**config.mk**
```make
export PLATFORM = sky130hd
export DESIGN_NAME = risc_v_32_mem_arb
export DESIGN_NICKNAME = d
export VERILOG_FILES = /design/src/rtl/risc_v_32_pkg.sv /design/src/rtl/risc_v_32_arb_pick.sv /design/src/rtl/risc_v_32_mem_arb.sv
export SDC_FILE = /design/constraint.sdc
export NUM_CORES = 1
export LEC_CHECK = 0
export CAP_MARGIN = 20
export CORE_ASPECT_RATIO = 1.4
export CORE_MARGIN = 2
export CORE_UTILIZATION = 41
export CTS_CLUSTER_DIAMETER = 120
export DETAILED_ROUTE_END_ITERATION = 10
export GPL_TIMING_DRIVEN = 0
export HOLD_SLACK_MARGIN = 0.02
export PLACE_DENSITY = 0.91
export RECOVER_POWER = 50
export SYNTH_ARGS = -nofsm -noshare
export SYNTH_HDL_FRONTEND = slang
export SYNTH_SLANG_ARGS = --single-unit
```
**constraint.sdc**
```tcl
create_clock -name clk -period 5.34 [get_ports clk]
set_clock_uncertainty 0.05 [all_clocks]
set_input_delay 0.801 -clock clk [delete_from_list [all_inputs] [get_ports clk]]
set_output_delay 0.801 -clock clk [all_outputs]
set_load 0.01 [all_outputs]
```
**src/rtl/risc_v_32_pkg.sv**
```systemverilog
// Shared definitions for the RV32 instruction/data memory arbiter.
//   state_e   : arbiter FSM state encoding (2 bits)
//   REQ_I/D   : requester identifiers (fetch port / data port)
//   CNT_W     : width of the fetch-starvation counter (holds 0..7)
package risc_v_32_pkg;

    typedef enum logic [1:0] {
        ST_IDLE = 2'd0,
        ST_BUSY = 2'd1,
        ST_RESP = 2'd2
    } state_e;

    localparam logic REQ_I = 1'b0;
    localparam logic REQ_D = 1'b1;

    localparam int CNT_W = 3;

endpackage

```
**src/rtl/risc_v_32_arb_pick.sv**
```systemverilog
// Combinational winner selection between the fetch and data requesters.
// Data normally wins; fetch wins when it is requesting and has already
// waited through STARVE_MAX consecutive data grants.
//   i_req, d_req : request lines from fetch / data ports
//   starve_cnt   : consecutive data grants made while fetch was waiting
//   grant        : some requester is asking
//   pick         : REQ_I or REQ_D, valid when grant is 1
module risc_v_32_arb_pick
    import risc_v_32_pkg::*;
#(
    parameter int STARVE_MAX = 3
) (
    input  logic             i_req,
    input  logic             d_req,
    input  logic [CNT_W-1:0] starve_cnt,
    output logic             grant,
    output logic             pick
);

    localparam logic [CNT_W-1:0] STARVE_LIM = CNT_W'(STARVE_MAX);

    logic fetch_due;

    always_comb begin
        fetch_due = i_req && (starve_cnt == STARVE_LIM);
        grant     = i_req | d_req;
        pick      = (d_req && !fetch_due) ? REQ_D : REQ_I;
    end

endmodule

```
**src/rtl/risc_v_32_mem_arb.sv**
```systemverilog
// Arbiter sharing one single-outstanding memory port between the IF-stage
// fetch port and the MEM-stage data port.
//   clk, clr                      : clock, asynchronous active-high reset
//   i_req/i_addr -> i_done/i_rdata: instruction fetch request / completion
//   d_req/d_we/d_addr/d_wdata/d_be -> d_done/d_rdata: load/store request
//   mem_req/we/addr/wdata/be      : registered command to memory
//   mem_ready/mem_rdata           : memory completion, read data same cycle
// Every transaction walks IDLE -> BUSY -> RESP, so at most one is in flight.
module risc_v_32_mem_arb
    import risc_v_32_pkg::*;
#(
    parameter int STARVE_MAX = 3
) (
    input  logic        clk,
    input  logic        clr,
    input  logic        i_req,
    input  logic [31:0] i_addr,
    output logic        i_done,
    output logic [31:0] i_rdata,
    input  logic        d_req,
    input  logic        d_we,
    input  logic [31:0] d_addr,
    input  logic [31:0] d_wdata,
    input  logic [3:0]  d_be,
    output logic        d_done,
    output logic [31:0] d_rdata,
    output logic        mem_req,
    output logic        mem_we,
    output logic [31:0] mem_addr,
    output logic [31:0] mem_wdata,
    output logic [3:0]  mem_be,
    input  logic        mem_ready,
    input  logic [31:0] mem_rdata
);

    localparam logic [CNT_W-1:0] STARVE_LIM = CNT_W'(STARVE_MAX);

    state_e           state_q, state_d;
    logic [CNT_W-1:0] starve_q, starve_d;
    logic             owner_q, owner_d;
    logic             mem_req_q, mem_req_d;
    logic             mem_we_q, mem_we_d;
    logic [31:0]      mem_addr_q, mem_addr_d;
    logic [31:0]      mem_wdata_q, mem_wdata_d;
    logic [3:0]       mem_be_q, mem_be_d;
    logic             i_done_q, i_done_d;
    logic             d_done_q, d_done_d;
    logic [31:0]      i_rdata_q, i_rdata_d;
    logic [31:0]      d_rdata_q, d_rdata_d;

    logic grant;
    logic pick;

    risc_v_32_arb_pick #(
        .STARVE_MAX (STARVE_MAX)
    ) u_pick (
        .i_req      (i_req),
        .d_req      (d_req),
        .starve_cnt (starve_q),
        .grant      (grant),
        .pick       (pick)
    );

    always_comb begin
        state_d     = state_q;
        starve_d    = starve_q;
        owner_d     = owner_q;
        mem_req_d   = mem_req_q;
        mem_we_d    = mem_we_q;
        mem_addr_d  = mem_addr_q;
        mem_wdata_d = mem_wdata_q;
        mem_be_d    = mem_be_q;
        i_done_d    = 1'b0;
        d_done_d    = 1'b0;
        i_rdata_d   = i_rdata_q;
        d_rdata_d   = d_rdata_q;

        case (state_q)
            ST_IDLE: begin
                if (grant) begin
                    state_d   = ST_BUSY;
                    mem_req_d = 1'b1;
                    owner_d   = pick;
                    if (pick == REQ_D) begin
                        mem_we_d    = d_we;
                        mem_addr_d  = d_addr;
                        mem_wdata_d = d_wdata;
                        mem_be_d    = d_be;
                        // Only data grants that make a live fetch wait count
                        // towards starvation.
                        if (i_req && (starve_q != STARVE_LIM)) begin
                            starve_d = starve_q + 1'b1;
                        end
                    end else begin
                        mem_we_d    = 1'b0;
                        mem_addr_d  = i_addr;
                        mem_wdata_d = 32'h0;
                        mem_be_d    = 4'hF;
                        starve_d    = '0;
                    end
                end
            end
            ST_BUSY: begin
                if (mem_ready) begin
                    state_d   = ST_RESP;
                    mem_req_d = 1'b0;
                    // Done and read data are registered together so the
                    // pulse in RESP already carries the matching word.
                    if (owner_q == REQ_D) begin
                        d_done_d  = 1'b1;
                        d_rdata_d = mem_rdata;
                    end else begin
                        i_done_d  = 1'b1;
                        i_rdata_d = mem_rdata;
                    end
                end
            end
            ST_RESP: begin
                state_d = ST_IDLE;
            end
            default: begin
                state_d   = ST_IDLE;
                mem_req_d = 1'b0;
            end
        endcase
    end

    always_ff @(posedge clk or posedge clr) begin
        if (clr) begin
            state_q     <= ST_IDLE;
            starve_q    <= '0;
            owner_q     <= REQ_I;
            mem_req_q   <= 1'b0;
            mem_we_q    <= 1'b0;
            mem_addr_q  <= 32'h0;
            mem_wdata_q <= 32'h0;
            mem_be_q    <= 4'h0;
            i_done_q    <= 1'b0;
            d_done_q    <= 1'b0;
            i_rdata_q   <= 32'h0;
            d_rdata_q   <= 32'h0;
        end else begin
            state_q     <= state_d;
            starve_q    <= starve_d;
            owner_q     <= owner_d;
            mem_req_q   <= mem_req_d;
            mem_we_q    <= mem_we_d;
            mem_addr_q  <= mem_addr_d;
            mem_wdata_q <= mem_wdata_d;
            mem_be_q    <= mem_be_d;
            i_done_q    <= i_done_d;
            d_done_q    <= d_done_d;
            i_rdata_q   <= i_rdata_d;
            d_rdata_q   <= d_rdata_d;
        end
    end

    assign mem_req   = mem_req_q;
    assign mem_we    = mem_we_q;
    assign mem_addr  = mem_addr_q;
    assign mem_wdata = mem_wdata_q;
    assign mem_be    = mem_be_q;
    assign i_done    = i_done_q;
    assign d_done    = d_done_q;
    assign i_rdata   = i_rdata_q;
    assign d_rdata   = d_rdata_q;

endmodule
```
* Word level (Yosys, flattened, before mapping) *
Index checks and enable logic that the tools add are counted.

storage, ports and cells
  flip-flop bits (word level) = 142
  bits of input ports = 138
  output and inout bits = 136
  logic and storage cells = 53

cells by class
  add/subtract/negate cells = 1
  equal/unequal tests = 7
  mux-type cells = 19
  bitwise operators = 3
  reductions and logical operators = 11

operator list
  operator             number
  $mux 32              2
  $reduce_and 3->1     4
  $mux 1               10
  $mux 3               2
  $mux 2               2
  $mux 4               1
  $ne 2x2->1 const B   2
  $pmux 2 s2           1
  $reduce_and 2->1     2
  $add 3x1->3 const B  1
  $eq 3x2->1 const B   1
  $logic_and 1x1->1    3
  $ne 3x2->1 const B   1
  $pmux 1 s3           1
  $eq 2x1->1 const B   1
  $eq 2x2->1 const B   1
  $logic_not 2->1      1
  $ne 2x1->1 const B   1
  $not 1->1            2
  $logic_not 1->1      1
  $or 1x1->1           1

* Longest topological paths before layout *
Gate-level depths: netlist of the first run.

  depth in word-level cells = 7
  gate-level depth with buffers = 7
  gate-level depth less buffers = 5

* Modules after synthesis *
From an unflattened synthesis of the first run, not the netlist that was laid out.

unflattened totals
  cell total of the unflattened synthesis = 481
  area total of the unflattened synthesis = 5839.4 µm²

modules (own cells, without submodules)
  module              times used  cells an instance  area an instance (µm²)  sequential area each (µm²)
  risc_v_32_mem_arb   1           478                5818.1                  3553.4
  risc_v_32_arb_pick  1           3                  21.3                    0.0

* Least setup slack after synthesis of the first run *
No wires, ideal clock.

  path kind = input port to flip-flop
  start point = input d_req
  end point = register mem_addr_q[10] (netlist: mem_addr[10])
  setup time = 0.125 ns
  arrival = 1.815 ns
  data required time = 5.165 ns
  slack = 3.351 ns
  stages = 5
  path buffers = 2
  cells stage by stage = a21bo_1 -> buf_6 -> buf_6 -> mux2_4 -> mux2_2

on the way
  longest elaborated chain between the ends = 3
  elaborated cells on any way between the ends = 5

RTL lines
  what                  line                      text
  start, declared       risc_v_32_mem_arb.sv:20   input logic d_req,
  $logic_and 1x1->1     risc_v_32_arb_pick.sv:27  pick = (d_req && !fetch_due) ? REQ_D : REQ_I;
  $mux 1                risc_v_32_arb_pick.sv:27
  $mux 32               risc_v_32_mem_arb.sv:84   if (pick == REQ_D) begin
  end signal, assigned  risc_v_32_mem_arb.sv:148  mem_addr_q <= mem_addr_d;
  end, declared         risc_v_32_mem_arb.sv:43   logic [31:0] mem_addr_q, mem_addr_d;

Parallel ways exist; a longest one is shown, timed or not.
A chain may end at the register's enable or synchronous reset.

* Worst setup path after layout of the first run *
  start point = input d_req
  end point = register mem_addr_q[1] (netlist: mem_addr[1])

The elaborated chain is that of the path after synthesis.

==> results.py, run 1 <==
metrics = {
    "status": {
        "outcome": "finished with violations",
        "violations": "capacitance limit, slew limit",
    },
    "layout": {
        "synthToLayoutAreaGrowth_pct": 58.09,
        "fin_cells": 848,
        "drive_gt1_share_pct": 22.93,
        "fin_area_mm2": 0.009296,
        "diodes": 0,
        "fin_nets": 790,
    },
    "logic_synthesis": {
        "avgSynthCellArea_um2": 16.47,
        "syn_nets": 497,
        "synth_edf_count": 0,
        "ys.flop_type": "dfrtp_1",
        "yosys.area.top_type": "dfrtp_1",
        "netlist_top_cells_area": "dfrtp_1 (60%), mux2_2 (14%), mux2_4 (13%)",
        "synth_warnings": 0,
        "ys_top_cells_by_count": "dfrtp_1 (142), mux2_2 (71), mux2_4 (49)",
        "syn_area_mm2": 0.005881,
        "syn_inst": 357,
        "ys_ff_latch": 142,
        "synth_top_area_share_pct": 60.43,
        "synth_seq_area_share_pct": 60.43,
        "synth.distinct_cells": 27,
        "yosysMostFrequentCell": "dfrtp_1",
        "async_flop_share_pct": 100.0,
    },
    "cts": {
        "clk_pin_slew_ps": 60,
        "cts.sinks": 142,
        "post_cts_buffers": 0,
        "clk_latency_ps": 400,
        "clk_path_buf_depth": 2,
        "cts_resized": 0,
        "cts_root_buf": "clkbuf_16",
        "cts_htree_levels": 4,
        "hold_buffers": 0,
        "cts_made_buffers": 17,
        "cts_tree": "yes",
    },
    "placement": {
        "dpl_worst_slack_ps": 2721,
        "dp_hpwl_um": 12180,
        "dp_cells": 816,
        "io_buffers": 273,
        "placed_cell_area_mm2": 0.008877,
        "place.gp.congestion": 0.7710,
    },
    "global_route": {
        "grt-ovfl-total": 0,
        "grt_pass1_vias": 4862,
        "grt_max_degree": 104,
        "track_usage_pct": 21.57,
        "antenna_found_initial": 0,
        "grt_pass1_wl_um": 26080,
    },
    "detailed_routing": {
        "drt_wl_total_um": 16180,
        "ant_nets": 0,
        "drt_iter0_drc": 144,
        "wl_per_cell_um": 19.08,
        "dr.pass1.iters": 4,
        "drc": 0,
        "viasPerCell": 4.949,
        "vias": 4197,
    },
    "sta": {
        "tightest_slew_ps": 1812,
        "period_minus_slack_ps": 2958,
        "rsz0062_at_grt": "no",
        "fin_crit_sh_pct": 55.39,
        "setup_viol": 0,
        "hold_violations": 0,
        "timing.final.max_slew_violations": 40,
        "max_clock_freq_ghz": 0.3381,
        "fin_ws_ps": 2382,
        "slew_headroom_pct": -21.44,
    },
    "critical_path": {
        "r2r_start": "starve_q[0]",
        "max_stage_delay_ps": 580,
        "startpoint_type": "input pin",
        "reg2regPathDepth": 7,
        "critPathKind": "in -> reg",
        "cp_common_cell": "clkbuf_1",
        "required_ps": 5570,
        "end_kind": "flop",
        "crit_chain": "dlygate4sd3_1, a21bo_1, clkbuf_1, clkbuf_1, mux2_1, mux2_2",
        "slowest_stage": "dlygate4sd3_1",
        "crit_start": "d_req",
        "crit_fanout": 10,
        "cp.arrival_ps": 3180,
    },
    "floorplan": {
        "die_w_um": 105.2,
        "die_h_um": 145.7,
        "ioPinCount": 274,
        "die_area_mm2": 0.01533,
        "fp-row-count": 51,
        "start_util_pct": 42.08,
        "core_mm2": 0.01397,
    },
    "power": {
        "ir_drop_uv": 323.9,
        "p_leak_nw": 3.991,
        "pwr_density_cell_mw_per_mm2": 583.2,
        "pwr-share-clk_pct": 21.3,
        "p_sw_mw": 1.683,
        "sequentialPowerShare_pct": 35.0,
        "p_sw_share_pct": 31.05,
        "comb_power_share_pct": 43.8,
        "p_int_mw": 3.738,
    },
    "min_path": {
        "min_path_type": "reg -> reg",
        "min_from": "mem_req",
        "min_delay_path_depth": 2,
    },
    "flow_run": {
        "cap_violations": 1,
    },
}
-- cell families after synthesis --
logic type / count (synthesis) / synth area share [%]
buffers and inverters: 25 / 3.298
AND/OR/NAND/NOR: 14 / 1.766
AO/OA/AOI/OAI: 46 / 6.447
multiplexers: 128 / 27.64
adder cells (fa/ha/maj): 2 / 0.4255
flip-flops: 142 / 60.43
-- metal layers --
| layer | vias to the layer above | track usage (%) | wire length, µm | part of all wire [%] |
|---|---|---|---|---|
| met2 | 201 | 39.16 | 8663 | 54 |
| li1 | 1881 | - | - | - |
| met4 | 0 | 7.533 | 421 | 2.6 |
| met3 | 29 | 6.941 | 1154 | 7.1 |
| met5 | - | 0 | 0 | 0 |
| met1 | 2086 | 23.29 | 5938 | 37 |
-- area by class of cell --
type | instances | area (µm²)
timing repair buffer | 274 | 2760
inverter | 4 | 16.27
buffer | 21 | 103.9
clock buffer | 19 | 452.9
multi-input combinational | 190 | 2052
fill | 966 | 4678
tap | 185 | 231.5
clock inverter | 13 | 126.4
sequential | 142 | 3553
-- flip-flops by register name (all words and copies together), names as in the netlist --
| signal | flops |
|---|---|
| mem_req | 1 |
| i_done | 1 |
| starve_q | 3 |
| owner_q | 1 |
| i_rdata | 32 |
| mem_addr | 32 |
| mem_wdata | 32 |
| mem_be | 4 |
| mem_we | 1 |
| state_q | 2 |
| d_done | 1 |
| d_rdata | 32 |
-- critical path: cells and delay by family --
family                 cells  cell delay [ps]
AO/OA/AOI/OAI              1              190
buffers and inverters      3             1540
multiplexers               2              640
-- power by group through the flow --
stage	Sequential (mW)	Clock, mW	Combinational [mW]
after floorplan	2.10	0	0.912
after global placement	1.88	0	2.41
after detailed placement	1.92	0	2.49
after CTS	1.91	1.18	2.50
after global routing	1.96	1.24	2.52
final	1.90	1.15	2.37
-- cells in the final DEF, fill, tap and decap left out, types with 3 or more instances in the layout --
cell / instances
dlygate4sd3_1: 3
inv_6: 5
clkbuf_1: 11
clkinvlp_4: 4
o22a_1: 4
buf_2: 8
nand2_1: 6
mux2_4: 33
inv_1: 3
clkdlybuf4s50_1: 270
dfrtp_1: 142
mux2_2: 71
a22o_1: 33
mux2_1: 24
o21ai_0: 5
clkbuf_16: 17
-- worst paths after layout --
kind,end,slack (ps)
setup / recovery,mem_addr[1],2380
max in group asynchronous,state_q[0],2820
hold reg to reg,mem_req,440
setup reg to reg,mem_wdata[3],2690
hold / removal,mem_req,440
min in group asynchronous,d_rdata[10],1260
-- stage by stage --
step	power (mW)	TNS, ps	hold WS [ps]	utilization (%)
6_report	5.422	0	436.5	66.52
5_1_grt	5.720	0	464.9	66.52
4_1_cts	5.595	0	440.5	67.67
3_5_place_dp	4.406	0	425.0	63.52
3_3_place_gp	4.287	-133780	416.2	63.29
2_1_floorplan	3.017	0	398.8	-
Power figures use the tool's default switching activity.
==> run 2: changes to the inputs <==
--- a/config.mk
+++ b/config.mk
@@ -8,12 +8,12 @@
 export CAP_MARGIN = 20
 export CORE_ASPECT_RATIO = 1.4
 export CORE_MARGIN = 2
-export CORE_UTILIZATION = 41
+export CORE_UTILIZATION = 37
 export CTS_CLUSTER_DIAMETER = 120
 export DETAILED_ROUTE_END_ITERATION = 10
 export GPL_TIMING_DRIVEN = 0
 export HOLD_SLACK_MARGIN = 0.02
-export PLACE_DENSITY = 0.91
+export PLACE_DENSITY = 0.87
 export RECOVER_POWER = 50
 export SYNTH_ARGS = -nofsm -noshare
 export SYNTH_HDL_FRONTEND = slang
==> constraint.sdc (replaced) <==
create_clock -name clk -period 2.7 [get_ports clk]
set_clock_uncertainty 0.05 [all_clocks]
set_input_delay 0.405 -clock clk [delete_from_list [all_inputs] [get_ports clk]]
set_output_delay 0.405 -clock clk [all_outputs]
set_load 0.01 [all_outputs]
==> run 2 against run 1 <==
- the flow now finishes without violations
- core utilization fell by 5.7 points
- cell count up 1.5%
- clock power rose by 100%
- first-iteration DRC count down 30%
==> results.py, run 2 (synthesis gave the netlist of run 1 again) <==
metrics = {
    "sta": {
        "fin_crit_sh_pct": 79.53,
        "hold_violations": 0,
        "timing.final.max_slew_violations": 0,
        "max_clock_freq_ghz": 0.4657,
        "slew_headroom_pct": 27.19,
        "rsz0062_at_grt": "no",
        "tightest_slew_ps": 1092,
        "period_minus_slack_ps": 2147,
        "setup_viol": 0,
    },
    "cts": {
        "cts_root_buf": "clkbuf_16",
        "clk_pin_slew_ps": 60,
        "cts_tree": "yes",
        "cts_htree_levels": 4,
        "cts_made_buffers": 17,
        "cts.sinks": 142,
        "clk_path_buf_depth": 2,
        "clk_latency_ps": 410,
        "post_cts_buffers": 0,
        "hold_buffers": 0,
        "cts_resized": 0,
    },
    "global_route": {
        "grt_max_degree": 47,
        "grt_pass1_vias": 4749,
        "antenna_found_initial": 0,
        "grt-ovfl-total": 0,
        "track_usage_pct": 19.09,
        "grt_pass1_wl_um": 25930,
    },
    "power": {
        "ir_drop_uv": 634.0,
        "p_leak_nw": 4.119,
        "pwr_density_cell_mw_per_mm2": 1140,
        "total_power_mw": 10.78,
    },
    "layout": {
        "diodes": 0,
        "fin_nets": 792,
        "fin_util_pct": 60.86,
        "synthToLayoutAreaGrowth_pct": 60.83,
        "final_common_cell": "clkdlybuf4s50_1",
        "drive_gt1_share_pct": 26.32,
        "final_cell_mix": "clkdlybuf4s50_1 (218), dfrtp_1 (142), mux2_2 (71)",
    },
    "flow_run": {
        "cap_violations": 0,
    },
    "detailed_routing": {
        "viasPerCell": 4.914,
        "wl_per_cell_um": 18.56,
        "ant_nets": 0,
        "drc": 0,
        "drt_iter0_drc": 101,
        "drt_wl_total_um": 15980,
        "vias": 4231,
        "dr.pass1.iters": 4,
    },
    "placement": {
        "place.gp.congestion": 0.8421,
        "dp_hpwl_um": 12180,
        "io_buffers": 273,
    },
    "critical_path": {
        "crit_fanout": 10,
        "critPathKind": "reg -> reg",
        "cp.arrival_ps": 2380,
        "end_kind": "flop",
        "required_ps": 2940,
        "startpoint_type": "flop",
    },
    "floorplan": {
        "ioPinCount": 274,
        "core_mm2": 0.01554,
        "die_h_um": 153.2,
        "die_area_mm2": 0.01693,
        "die_w_um": 110.6,
        "fp-row-count": 54,
        "start_util_pct": 37.84,
    },
    "status": {
        "outcome": "completed",
    },
    "min_path": {
        "min_path_type": "reg -> reg",
    },
}
[run 2: path summary, 6_finish.rpt]
| kind | start | end | slack (ps) | cells past startpoint |
|---|---|---|---|---|
| worst min register to register | mem_req | mem_req | 420 | 2 |
| worst min-delay path | mem_req | mem_req | 420 | 2 |
| min in group asynchronous | clr | d_rdata[15] | 460 | 2 |
| worst max-delay path | state_q[1] | i_rdata[23] | 550 | 5 |
| worst max register to register | state_q[1] | i_rdata[23] | 550 | 5 |
| max in group asynchronous | clr | starve_q[2] | 640 | 4 |
[run 2: layout make-up]
type | instances | area (µm²)
fill | 1195 | 6082
sequential | 142 | 3553
timing repair buffer | 276 | 2763
multi-input combinational | 190 | 2123
clock buffer | 19 | 432.9
tap | 196 | 245.2
buffer | 21 | 168.9
clock inverter | 13 | 155.1
inverter | 4 | 16.27
[run 2: metal layers]
metal  part of all wire [%]  global-route usage (%)  vias to the layer above
met1                     36                   20.79                     2106
met2                     53                   34.41                      206
met4                    2.6                   6.905                        0
met3                    7.7                   6.423                       31
met5                      0                       0                        -
li1                       -                       -                     1888
[run 2: worst max-delay path, cell delays in order, from the launching register on]
cell      delay (ps)
dfrtp_1          470
and3b_4          360
nor2b_1          140
clkbuf_1         460
buf_12           230
mux2_4           310
[run 2: stage by stage]
step | instances | hold slack (ps) | worst slack [ps] | TNS [ps] | instance area, µm²
final | 861 | 419.3 | 552.8 | 0 | 9458
after global routing | 861 | 447.3 | 305.0 | 0 | 9458
after CTS | 861 | 289.4 | 625.2 | 0 | 9510
after detailed placement | 829 | 418.5 | 481.5 | 0 | 8922
after global placement | 826 | 411.3 | -599.0 | -83010 | 8862
after floorplan | 357 | 398.8 | 467.9 | 0 | 5884
[run 2: report_power, final]
group / leakage, nW / total (mW) / internal (mW) / switching (mW)
clock: 0.277 / 2.34 / 1.38 / 0.952
combinational: 2.13 / 4.69 / 2.92 / 1.78
sequential: 1.71 / 3.75 / 3.15 / 0.595
